<file path="config.mk">
export PLATFORM = sky130hd
export DESIGN_NAME = subtractor_pipe
export DESIGN_NICKNAME = d
export VERILOG_FILES = /design/src/rtl/subtractor_pkg.sv /design/src/rtl/subtractor_seg.sv /design/src/rtl/subtractor_pipe.sv
export SDC_FILE = /design/constraint.sdc
export NUM_CORES = 1
export LEC_CHECK = 0
export BUFFER_PORTS_ARGS = -buffer_cell sky130_fd_sc_hd__buf_2
export CAP_MARGIN = 20
export CORE_ASPECT_RATIO = 1.5
export CORE_MARGIN = 2
export CORE_UTILIZATION = 30
export CTS_CLUSTER_DIAMETER = 100
export DETAILED_ROUTE_END_ITERATION = 10
export SLEW_MARGIN = 20
export SYNTH_ARGS = -nofsm -noshare
export SYNTH_HDL_FRONTEND = slang
export SYNTH_SLANG_ARGS = --single-unit
</file>
<file path="constraint.sdc">
create_clock -name clk -period 4.6 [get_ports clk]
set_clock_uncertainty 0.15 [all_clocks]
set_input_delay 0 -clock clk [delete_from_list [all_inputs] [get_ports clk]]
set_output_delay 0 -clock clk [all_outputs]
set_load 0.03 [all_outputs]
</file>
<file path="src/rtl/subtractor_pkg.sv">
// Shared constants and elaboration-time helpers for the pipelined wide subtractor.
package subtractor_pkg;

  localparam int unsigned WIDTH_DEF = 91;
  localparam int unsigned SEG_DEF   = 32;

  function automatic int unsigned nseg(input int unsigned width, input int unsigned seg);
    return (width + seg - 1) / seg;
  endfunction

  // Only the top segment can be narrower than seg.
  function automatic int unsigned seg_width(input int unsigned width, input int unsigned seg,
                                            input int unsigned k);
    return (k == nseg(width, seg) - 1) ? width - k * seg : seg;
  endfunction

endpackage

</file>
<file path="src/rtl/subtractor_seg.sv">
// Combinational W-bit subtract-with-borrow slice.
module subtractor_seg #(
  parameter int unsigned W = 32
) (
  input  logic [W-1:0] a_seg,
  input  logic [W-1:0] b_seg,
  input  logic         borrow_in,
  output logic [W-1:0] d_seg,
  output logic         borrow_out
);

  logic [W:0] full;

  // One extra bit: a negative result sets it, which is exactly the borrow.
  assign full       = {1'b0, a_seg} - {1'b0, b_seg} - {{W{1'b0}}, borrow_in};
  assign d_seg      = full[W-1:0];
  assign borrow_out = full[W];

endmodule

</file>
<file path="src/rtl/subtractor_pipe.sv">
// Pipelined wide subtractor: input register plus one borrow-segment stage per SEG bits,
// with valid/ready handshakes at both ends.
module subtractor_pipe
  import subtractor_pkg::*;
#(
  parameter int unsigned WIDTH = WIDTH_DEF,
  parameter int unsigned SEG   = SEG_DEF
) (
  input  logic             clk,
  input  logic             reset_n,
  input  logic [WIDTH-1:0] a,
  input  logic [WIDTH-1:0] b,
  input  logic             in_valid,
  output logic             in_ready,
  output logic [WIDTH:0]   diff,
  output logic             out_valid,
  input  logic             out_ready
);

  localparam int unsigned NSEG = nseg(WIDTH, SEG);

  // valid_q[0] is the input register, valid_q[k] the k-th segment stage.
  logic [NSEG:0]      valid_q;
  logic [WIDTH-1:0]   a_q [NSEG];
  logic [WIDTH-1:0]   b_q [NSEG];
  // res_q[k]/borrow_q[k] hold the result after segment k has been resolved.
  logic [WIDTH-1:0]   res_q [NSEG];
  logic [NSEG-1:0]    borrow_q;
  logic [WIDTH-1:0]   res_nxt [NSEG];
  logic [NSEG-1:0]    borrow_nxt;
  logic               adv;

  assign adv       = !valid_q[NSEG] || out_ready;
  assign in_ready  = adv;
  assign out_valid = valid_q[NSEG];
  assign diff      = {borrow_q[NSEG-1], res_q[NSEG-1]};

  for (genvar k = 0; k < NSEG; k++) begin : g_seg
    localparam int unsigned Lo   = k * SEG;
    localparam int unsigned SegW = seg_width(WIDTH, SEG, k);

    logic             bin;
    logic [WIDTH-1:0] base;
    logic [WIDTH-1:0] nxt;
    logic [SegW-1:0]  seg_d;
    logic             seg_bo;

    if (k == 0) begin : g_first
      assign bin  = 1'b0;
      assign base = '0;
    end else begin : g_rest
      assign bin  = borrow_q[k-1];
      assign base = res_q[k-1];
    end

    subtractor_seg #(
      .W(SegW)
    ) u_seg (
      .a_seg     (a_q[k][Lo +: SegW]),
      .b_seg     (b_q[k][Lo +: SegW]),
      .borrow_in (bin),
      .d_seg     (seg_d),
      .borrow_out(seg_bo)
    );

    always_comb begin
      nxt             = base;
      nxt[Lo +: SegW] = seg_d;
    end

    assign res_nxt[k]    = nxt;
    assign borrow_nxt[k] = seg_bo;
  end

  // Data registers only load behind a valid token so diff holds through bubbles.
  always_ff @(posedge clk or negedge reset_n) begin
    if (!reset_n) begin
      valid_q  <= '0;
      borrow_q <= '0;
      for (int k = 0; k < NSEG; k++) begin
        a_q[k]   <= '0;
        b_q[k]   <= '0;
        res_q[k] <= '0;
      end
    end else if (adv) begin
      valid_q <= {valid_q[NSEG-1:0], in_valid};
      if (in_valid) begin
        a_q[0] <= a;
        b_q[0] <= b;
      end
      for (int k = 1; k < NSEG; k++) begin
        if (valid_q[k-1]) begin
          a_q[k] <= a_q[k-1];
          b_q[k] <= b_q[k-1];
        end
      end
      for (int k = 0; k < NSEG; k++) begin
        if (valid_q[k]) begin
          res_q[k]    <= res_nxt[k];
          borrow_q[k] <= borrow_nxt[k];
        end
      end
    end
  end

endmodule
</file>
**After elaboration in Yosys (flattened, before gate mapping)**

Index checks and enable logic that the tools add are counted.

- Register bits: 740
- Bits in latches: 0
- Bits in writable memories: 0
- ROM bits: 0
- Output and inout port bits: 94
- Logic and storage cells: 24
- Memories: 0

- $add $sub $neg: 5
- Multiply operators: 0
- Div/mod/pow operators: 0
- Order comparisons: 0
- Equal/unequal tests: 0
- Shift-type cells: 0
- Mux-type cells: 0
- Bitwise operators: 0
- Reduce and logical (&&, ||, !) cells: 6

Operators by type and width:

| operator | number |
|---|---|
| 32-bit by 32-bit subtractor with 33-bit output | 2 |
| 33-bit by 1-bit subtractor with 33-bit output | 1 |
| 27-bit by 27-bit subtractor with 28-bit output | 1 |
| 28-bit by 1-bit subtractor with 28-bit output | 1 |
| 2-bit AND reduction | 4 |
| 1-bit zero test | 1 |
| 1-bit logical OR | 1 |

**Logic depth before layout (Yosys ltp)**

Gate-level depths: netlist (run 1).

- Depth in word-level cells: 3
- Gate-level depth with buffers: 14

**By module**

Synthesis (run 1) repeated with hierarchy kept, for this count alone.

- Cell total of the unflattened synthesis: 2255
- Area, all modules: 29588.4 µm²

By module, submodules not included:

| module | instances | cells each | area an instance (µm²) | sequential area each (µm²) |
|---|---|---|---|---|
| subtractor_pipe | 1 | 1166 | 22226.3 | 13713.2 |
| subtractor_seg (g_seg[1].u_seg) | 1 | 373 | 2542.4 | 0.0 |
| subtractor_seg (g_seg[0].u_seg) | 1 | 377 | 2517.4 | 0.0 |
| subtractor_seg (g_seg[2].u_seg) | 1 | 339 | 2302.2 | 0.0 |

**Worst setup path before layout (run 1)**

OpenSTA, ideal clock, no wires.

- Kind: flip-flop to flip-flop
- From: register a_q[123] (netlist bit)
- To: register res_q, in the netlist g_seg[2].base[63]
- Data arrival time: 3.008 ns
- Path slack: 1.306 ns
- Stages on the path, launching flop included: 13
- Path buffers: 0
- Path through: dfrtp_1 -> fa_1 -> inv_1 -> ha_1 -> o21ai_0 -> a22oi_1 -> a211o_1 -> o22a_1 -> a2111o_1 -> a311oi_2 -> o21ai_1 -> xnor2_1 -> o21ai_0

- Word-level cells in the longest chain between the ends: 2

Ends and longest elaborated chain:

| element | line | text |
|---|---|---|
| start: declaration | subtractor_pipe.sv:24 | `logic [WIDTH-1:0] a_q [NSEG];` |
| start signal: indexed assignment | subtractor_pipe.sv:93 | `a_q[k] <= a_q[k-1];` |
| 32-bit by 32-bit subtractor with 33-bit output | subtractor_seg.sv:15 | `assign full = {1'b0, a_seg} - {1'b0, b_seg} - {{W{1'b0}}, borrow_in};` |
| 33-bit by 1-bit subtractor with 33-bit output | subtractor_seg.sv:15 |  |
| end signal: indexed assignment | subtractor_pipe.sv:99 | `res_q[k] <= res_nxt[k];` |
| end: declaration | subtractor_pipe.sv:27 | `logic [WIDTH-1:0] res_q [NSEG];` |

Every way passes these cells.
A chain may end at the register's enable or synchronous reset.

**Worst setup path in the final report (run 1)**

- From: register b_q[123] (netlist bit)
- To: register res_q, in the netlist g_seg[2].base[60]

- Word-level cells in the longest chain between the ends: 2

Ends and longest elaborated chain:

| element | line | text |
|---|---|---|
| start: declaration | subtractor_pipe.sv:25 | `logic [WIDTH-1:0] b_q [NSEG];` |
| start signal: indexed assignment | subtractor_pipe.sv:94 | `b_q[k] <= b_q[k-1];` |
| 32-bit by 32-bit subtractor with 33-bit output | subtractor_seg.sv:15 |  |
| 33-bit by 1-bit subtractor with 33-bit output | subtractor_seg.sv:15 |  |

Every way passes these cells.

==> impl_metrics.yaml, run 1 <==
floorplan:
  die_area_mm2: 0.0893
  rows: 132
  pin_count: 280
  core_area_mm2: 0.0862
  die_y_um: 365
  die_x_um: 245
  initial_core_util: 0.302
global_routing:
  grt_antenna_before_repair: 12
  grt.total_usage: 0.150
  grt_overflow_total: 0
  grt_start_max_net_pins: 119
  grt_pass1_wl_um: 107000
  grt_pass1_vias: 19900
clock_tree:
  clk_pin_slew_ns: 0.06
  cts_tree: "built"
  cts_hold_buf: 339
  cts_setup_buffers: 0
  ctsResizeCount: 0
  numClockSinks: 548
  tritoncts.num_buffers: 56
  worstSkewPairLatency_ns: 0.62
  clk_path_buf_depth: 3
  cts_max_level: 2
  ctsRootBufferMaster: "clkbuf_16"
placed_design:
  gp_congestion: 0.814
  placed_area_mm2: 0.0288
  port_buffers: 279
  pre_cts_ws_ns: 0.721
  dp_hpwl_um: 43600
critical_path:
  worstPathArrival_ns: 4.25
  critPathLaunchType: "flip-flop"
  cp_max_fo: 4
  r2r-start: "b_q[123]$_DFFE_PN0P_"
  worstSetupPathType: "reg -> reg"
  timing.rr.end: "g_seg[2].base[60]$_DFFE_PN0P_"
  reg2reg_slack_ns: 0.71
  r2r_cells: 13
  cp.required_ns: 4.97
  critPathCaptureType: "flip-flop"
min_path:
  hold_class: "in -> reg"
  holdPathEnd: "b_q[270]$_DFFE_PN0P_"
  hp-start: "b[88]"
  holdPathStages: 3
outcome:
  outcome: "finished clean"
sta:
  tns_ns: 0
  fin_crit_sh: 0.845
  setup_violations: 0
  rsz0062_at_grt: "false"
  fmax_ghz: 0.257
  finalHoldViolations: 0
  worst_pin_slew_ns: 1.01
  relSlewSlack: 0.325
  period_minus_slack_ns: 3.89
  whs_ns: 0.0365
  drv_slew: 0
  finalWorstSetupSlack_ns: 0.713
synth:
  synth_top_area_share: 0.526
  synthFlopType: "dfrtp_1"
  yosys-top-cells-area: "dfrtp_1 (53%), mux2_2 (15%), ha_1 (7.0%), nand2_1 (5.3%), inv_1 (3.3%)"
  synth.distinct_cells: 66
  synthesis.area_mm2: 0.0261
  syn_avg_cell_area_um2: 11.1
  synth-edff-count: 0
  yosysWarnings: 0
  async_reset_ff_frac: 1.00
  yosysSeqAreaShare: 0.526
  synth_top_area_cell: "dfrtp_1"
  synth_nets: 2684
  netlist_instances: 2347
  synth_seq_cells: 548
final_layout:
  fillers: 8317
  drive_gt1_frac: 0.255
  final_net_count: 3284
  area_growth_pct: 31.5
  stdcell_area_mm2: 0.0343
  post-route-util: 0.398
power_and_ir_drop:
  swShare: 0.411
  p_seq_frac: 0.291
  leakagePower_nw: 16.2
  power_density_mw_per_mm2: 805
  p_comb_frac: 0.527
  p_int_mw: 16.2
  clkPwrFrac: 0.182
  p_sw_mw: 11.3
  peakVddDrop_mv: 0.463
detailed_routing:
  first_pass_iters: 5
  wl_um: 66400
  drt_drc_violations_left: 0
  final_antenna_net_count: 0
  viasPerCell: 4.56
  wl_per_cell_um: 16.1
  vias: 18900
  drt_first_iter_violations: 670
job:
  drv_cap: 0
[layout by cell type, fill, tap and decap left out, drive strengths merged, types with 9 or more instances in the layout]
cell         synthesis  final
nand2b              14     14
a21boi               9      9
o211ai              11     11
dlygate4sd3          0    338
a21oi               78     78
o21ai              165    165
inv                229    231
mux2               354    354
buf                  7    299
nand2              368    368
bufinv               0     10
and2                10     10
clkbuf              88     76
nand3               23     23
o31ai               11     11
ha                 146    146
a21o                46     46
nor2                39     39
xor2                39     39
a211oi              12     12
xnor2               36     36
dfrtp              548    548
[synth_stat cells, drive strengths merged, types with 12 or more instances]
master and number:
a211oi 12, a21o 46, a21oi 78, clkbuf 88
dfrtp 548, ha 146, inv 229, mux2 354
nand2 368, nand2b 14, nand3 23, nor2 39
o21ai 165, xnor2 36, xor2 39
[critical path: stages (launching register included)]
cell and delay [ns]:
dfrtp_1 0.37, inv_1 0.08, fa_1 0.22, inv_1 0.06
fa_1 0.39, and2_1 0.17, o21ai_0 0.41, a211oi_1 0.22
a21oi_1 0.40, a41oi_1 0.28, o21ai_0 0.51, a21boi_0 0.20
xor2_1 0.18, o21ai_0 0.14
[power by group through the flow]
| stage | Sequential (mW) | Combinational, mW | Clock, mW |
|---|---|---|---|
| after floorplan | 8.45 | 10.3 | 0 |
| after global placement | 8.07 | 14.2 | 0 |
| after detailed placement | 8.12 | 14.4 | 0 |
| after CTS | 8.05 | 14.7 | 5.17 |
| after global routing | 8.30 | 16.4 | 5.37 |
| final | 8.03 | 14.6 | 5.01 |
[cell type report]
cell class | instances | area, um^2 | share of cell area
clock buffer | 76 | 1630 | 0.0475
multi-input combinational | 1475 | 11200 | 0.326
tap | 1139 | 1430 | 0.0416
timing repair buffer | 637 | 5070 | 0.148
sequential | 548 | 13700 | 0.400
inverter | 229 | 860 | 0.0251
clock inverter | 23 | 392 | 0.0114
antenna | 6 | 15.0 | 0.000438
[how the worst max path moves through the flow]
| stage | from | endpoint | slack (ns) | cells after the start |
|---|---|---|---|---|
| 4_1_cts | b_q[123]$_DFFE_PN0P_ | g_seg[2].base[60]$_DFFE_PN0P_ | 0.66 | 13 |
| 3_3_place_gp | b_q[123]$_DFFE_PN0P_ | g_seg[2].base[60]$_DFFE_PN0P_ | 0.81 | 13 |
| 6_report | b_q[123]$_DFFE_PN0P_ | g_seg[2].base[60]$_DFFE_PN0P_ | 0.71 | 13 |
| 3_5_place_dp | b_q[123]$_DFFE_PN0P_ | g_seg[2].base[60]$_DFFE_PN0P_ | 0.72 | 13 |
| 2_1_floorplan | a_q[123]$_DFFE_PN0P_ | g_seg[2].base[63]$_DFFE_PN0P_ | 1.31 | 12 |
| 5_1_grt | b_q[123]$_DFFE_PN0P_ | g_seg[2].base[60]$_DFFE_PN0P_ | 0.42 | 13 |
[metrics by stage]
stage,std cells,power (mW)
floorplan,2347,18.8
global placement,3689,22.3
detailed placement,3689,22.5
CTS,4127,27.9
global route,4131,30.0
finish,4133,27.6
[flip-flops by register name (all words and copies together), names as in the netlist]
name        cells
a_q           177
b_q           177
borrow_q        3
diff           91
g_seg.base     96
valid_q         4
[kinds of logic (layout without fill, tap and decap cells)]
family | count (synthesis) | after routing | synth area share
buffers and inverters | 324 | 965 | 0.0467
xor gates and xnor gates | 75 | 75 | 0.0252
other | 0 | 6 | 0
DFF | 548 | 548 | 0.526
muxes | 356 | 356 | 0.154
and+or+nand+nor | 501 | 501 | 0.0812
AOI/OAI and AO/OA | 392 | 392 | 0.0933
adders and majority gates | 151 | 151 | 0.0739
[routing by layer]
| metal | wire length, um | track usage |
|---|---|---|
| met3 | 2320 | 0.0234 |
| met4 | 2270 | 0.0588 |
| met2 | 33200 | 0.263 |
| met1 | 28600 | 0.184 |
| met5 | 84 | 0 |
Note: power is estimated with default switching activity, not from simulation.
==> run 2: changes to the inputs <==
==> constraint.sdc (replaced) <==
create_clock -name clk -period 3.7 [get_ports clk]
set_clock_uncertainty 0.15 [all_clocks]
set_input_delay 0 -clock clk [delete_from_list [all_inputs] [get_ports clk]]
set_output_delay 0 -clock clk [all_outputs]
set_load 0.03 [all_outputs]
==> impl_metrics.yaml, run 2 (synthesized netlist as in run 1, its figures left out) <==
outcome:
  outcome: "finished clean"
critical_path:
  critPathCaptureType: "flip-flop"
  reg2reg_slack_ns: 0.24
  r2r_cells: 11
  cp.required_ns: 4.04
  cp_max_fo: 4
  r2r-start: "a_q[64]$_DFFE_PN0P_"
  worstPathArrival_ns: 3.80
  timing.rr.end: "diff[86]$_DFFE_PN0P_"
  critPathLaunchType: "flip-flop"
  worstSetupPathType: "reg -> reg"
global_routing:
  grt_pass1_vias: 21100
  grt_start_max_net_pins: 115
  grt.total_usage: 0.157
  grt_antenna_before_repair: 10
  grt_pass1_wl_um: 112000
  grt_overflow_total: 0
min_path:
  holdPathStages: 3
  hold_class: "in -> reg"
  hp-start: "out_ready"
  holdPathEnd: "valid_q[3]$_DFFE_PN0N_"
power_and_ir_drop:
  p_sw_mw: 14.6
  power_density_mw_per_mm2: 982
  clkPwrFrac: 0.168
  p_seq_frac: 0.281
  peakVddDrop_mv: 0.550
  p_int_mw: 20.8
  p_comb_frac: 0.550
  swShare: 0.412
  leakagePower_nw: 17.0
clock_tree:
  tritoncts.num_buffers: 56
  clk_path_buf_depth: 3
  cts_tree: "built"
  cts_max_level: 2
  worstSkewPairLatency_ns: 0.62
  clk_pin_slew_ns: 0.06
  cts_setup_buffers: 0
  ctsRootBufferMaster: "clkbuf_16"
  numClockSinks: 548
floorplan:
  rows: 132
  die_x_um: 245
  die_y_um: 365
  die_area_mm2: 0.0893
  pin_count: 280
  initial_core_util: 0.302
  core_area_mm2: 0.0862
sta:
  fmax_ghz: 0.289
  fin_crit_sh: 0.936
  period_minus_slack_ns: 3.46
  finalHoldViolations: 0
  worst_pin_slew_ns: 0.795
  relSlewSlack: 0.470
  drv_slew: 0
  setup_violations: 0
placed_design:
  dp_hpwl_um: 44600
  placed_area_mm2: 0.0290
  gp_congestion: 0.807
  port_buffers: 279
  dp.cells: 3704
final_layout:
  finalNonFillerCells: 4324
  stdcell_area_mm2: 0.0361
  area_growth_pct: 38.4
  drive_gt1_frac: 0.245
  final_net_count: 3474
  layout_commonest_cell: "dfrtp_1"
  final_cell_mix: "dfrtp_1 (548), dlygate4sd3_1 (513), nand2_1 (364)"
detailed_routing:
  wl_um: 70200
  drt_drc_violations_left: 0
  viasPerCell: 4.53
  first_pass_iters: 5
  wl_per_cell_um: 16.2
  drt_first_iter_violations: 761
  vias: 19600
  final_antenna_net_count: 0
job:
  drv_cap: 0
## run 2: how the worst max path moves through the flow
stage                          from                            end  slack [ns]  depth (start not counted)
3_3_place_gp   a_q[123]$_DFFE_PN0P_        borrow_q[1]$_DFFE_PN0P_        0.07                         14
2_1_floorplan  a_q[123]$_DFFE_PN0P_  g_seg[2].base[63]$_DFFE_PN0P_        0.41                         12
5_1_grt        a_q[123]$_DFFE_PN0P_  g_seg[2].base[63]$_DFFE_PN0P_     -0.0009                         12
4_1_cts        a_q[123]$_DFFE_PN0P_        borrow_q[1]$_DFFE_PN0P_        0.04                         14
3_5_place_dp   a_q[123]$_DFFE_PN0P_        borrow_q[1]$_DFFE_PN0P_        0.08                         14
6_report        a_q[64]$_DFFE_PN0P_           diff[86]$_DFFE_PN0P_        0.24                         11
## run 2: critical path, stage by stage (launching register included)
cell and delay, ns:
dfrtp_1 0.40, fa_1 0.47, fa_1 0.39, nand2b_1 0.18, a21o_1 0.22, a31oi_1 0.33, o211ai_1 0.28, a41oi_1 0.37
o21ai_0 0.13, a21oi_1 0.18, xor2_1 0.15, o21ai_0 0.08
## run 2: metal layers
| metal | up-vias | wire length [um] | GRT usage |
|---|---|---|---|
| li1 | 9540 | - | - |
| met1 | 9571 | 29800 | 0.191 |
| met2 | 341 | 34900 | 0.276 |
| met3 | 141 | 2620 | 0.0256 |
| met4 | 14 | 2810 | 0.0660 |
| met5 | - | 91 | 0 |
## run 2: stage by stage
step / hold slack, ns / power (mW) / util / setup slack, ns / TNS, ns
after detailed placement: -0.223 / 28.4 / 0.336 / 0.0805 / 0
after CTS: 0.00525 / 35.6 / 0.418 / 0.0439 / 0
after global placement: -0.226 / 28.1 / 0.336 / 0.0739 / 0
final: 0.132 / 35.5 / 0.419 / 0.236 / 0
after floorplan: -0.446 / 23.3 / - / 0.406 / 0
after global routing: 0.0992 / 38.5 / 0.419 / -0.000875 / -0.000875
## run 2: timing repair
item                                    CTS  global route
resized for setup                         0             7
hold endpoints to repair                731             0
hold buffers                            514             0
endpoints found under the setup margin    0             6
## run 2: power groups by stage
stage          combinational, mW  sequential (mW)  clock, mW
2_1_floorplan               12.8             10.5          0
3_3_place_gp                18.1             10.0          0
3_5_place_dp                18.3             10.1          0
4_1_cts                     19.5             9.99       6.13
5_1_grt                     21.9             10.3       6.35
6_report                    19.5             9.98       5.97
## run 2: final cells by class
cell class                 count  area, um^2
sequential                   548       13700
timing repair buffer         827        6970
antenna                        3        7.51
clock buffer                  81        1640
tap                         1139        1430
inverter                     229         860
multi-input combinational   1475       11200
fill                        8113       50100
clock inverter                22         274
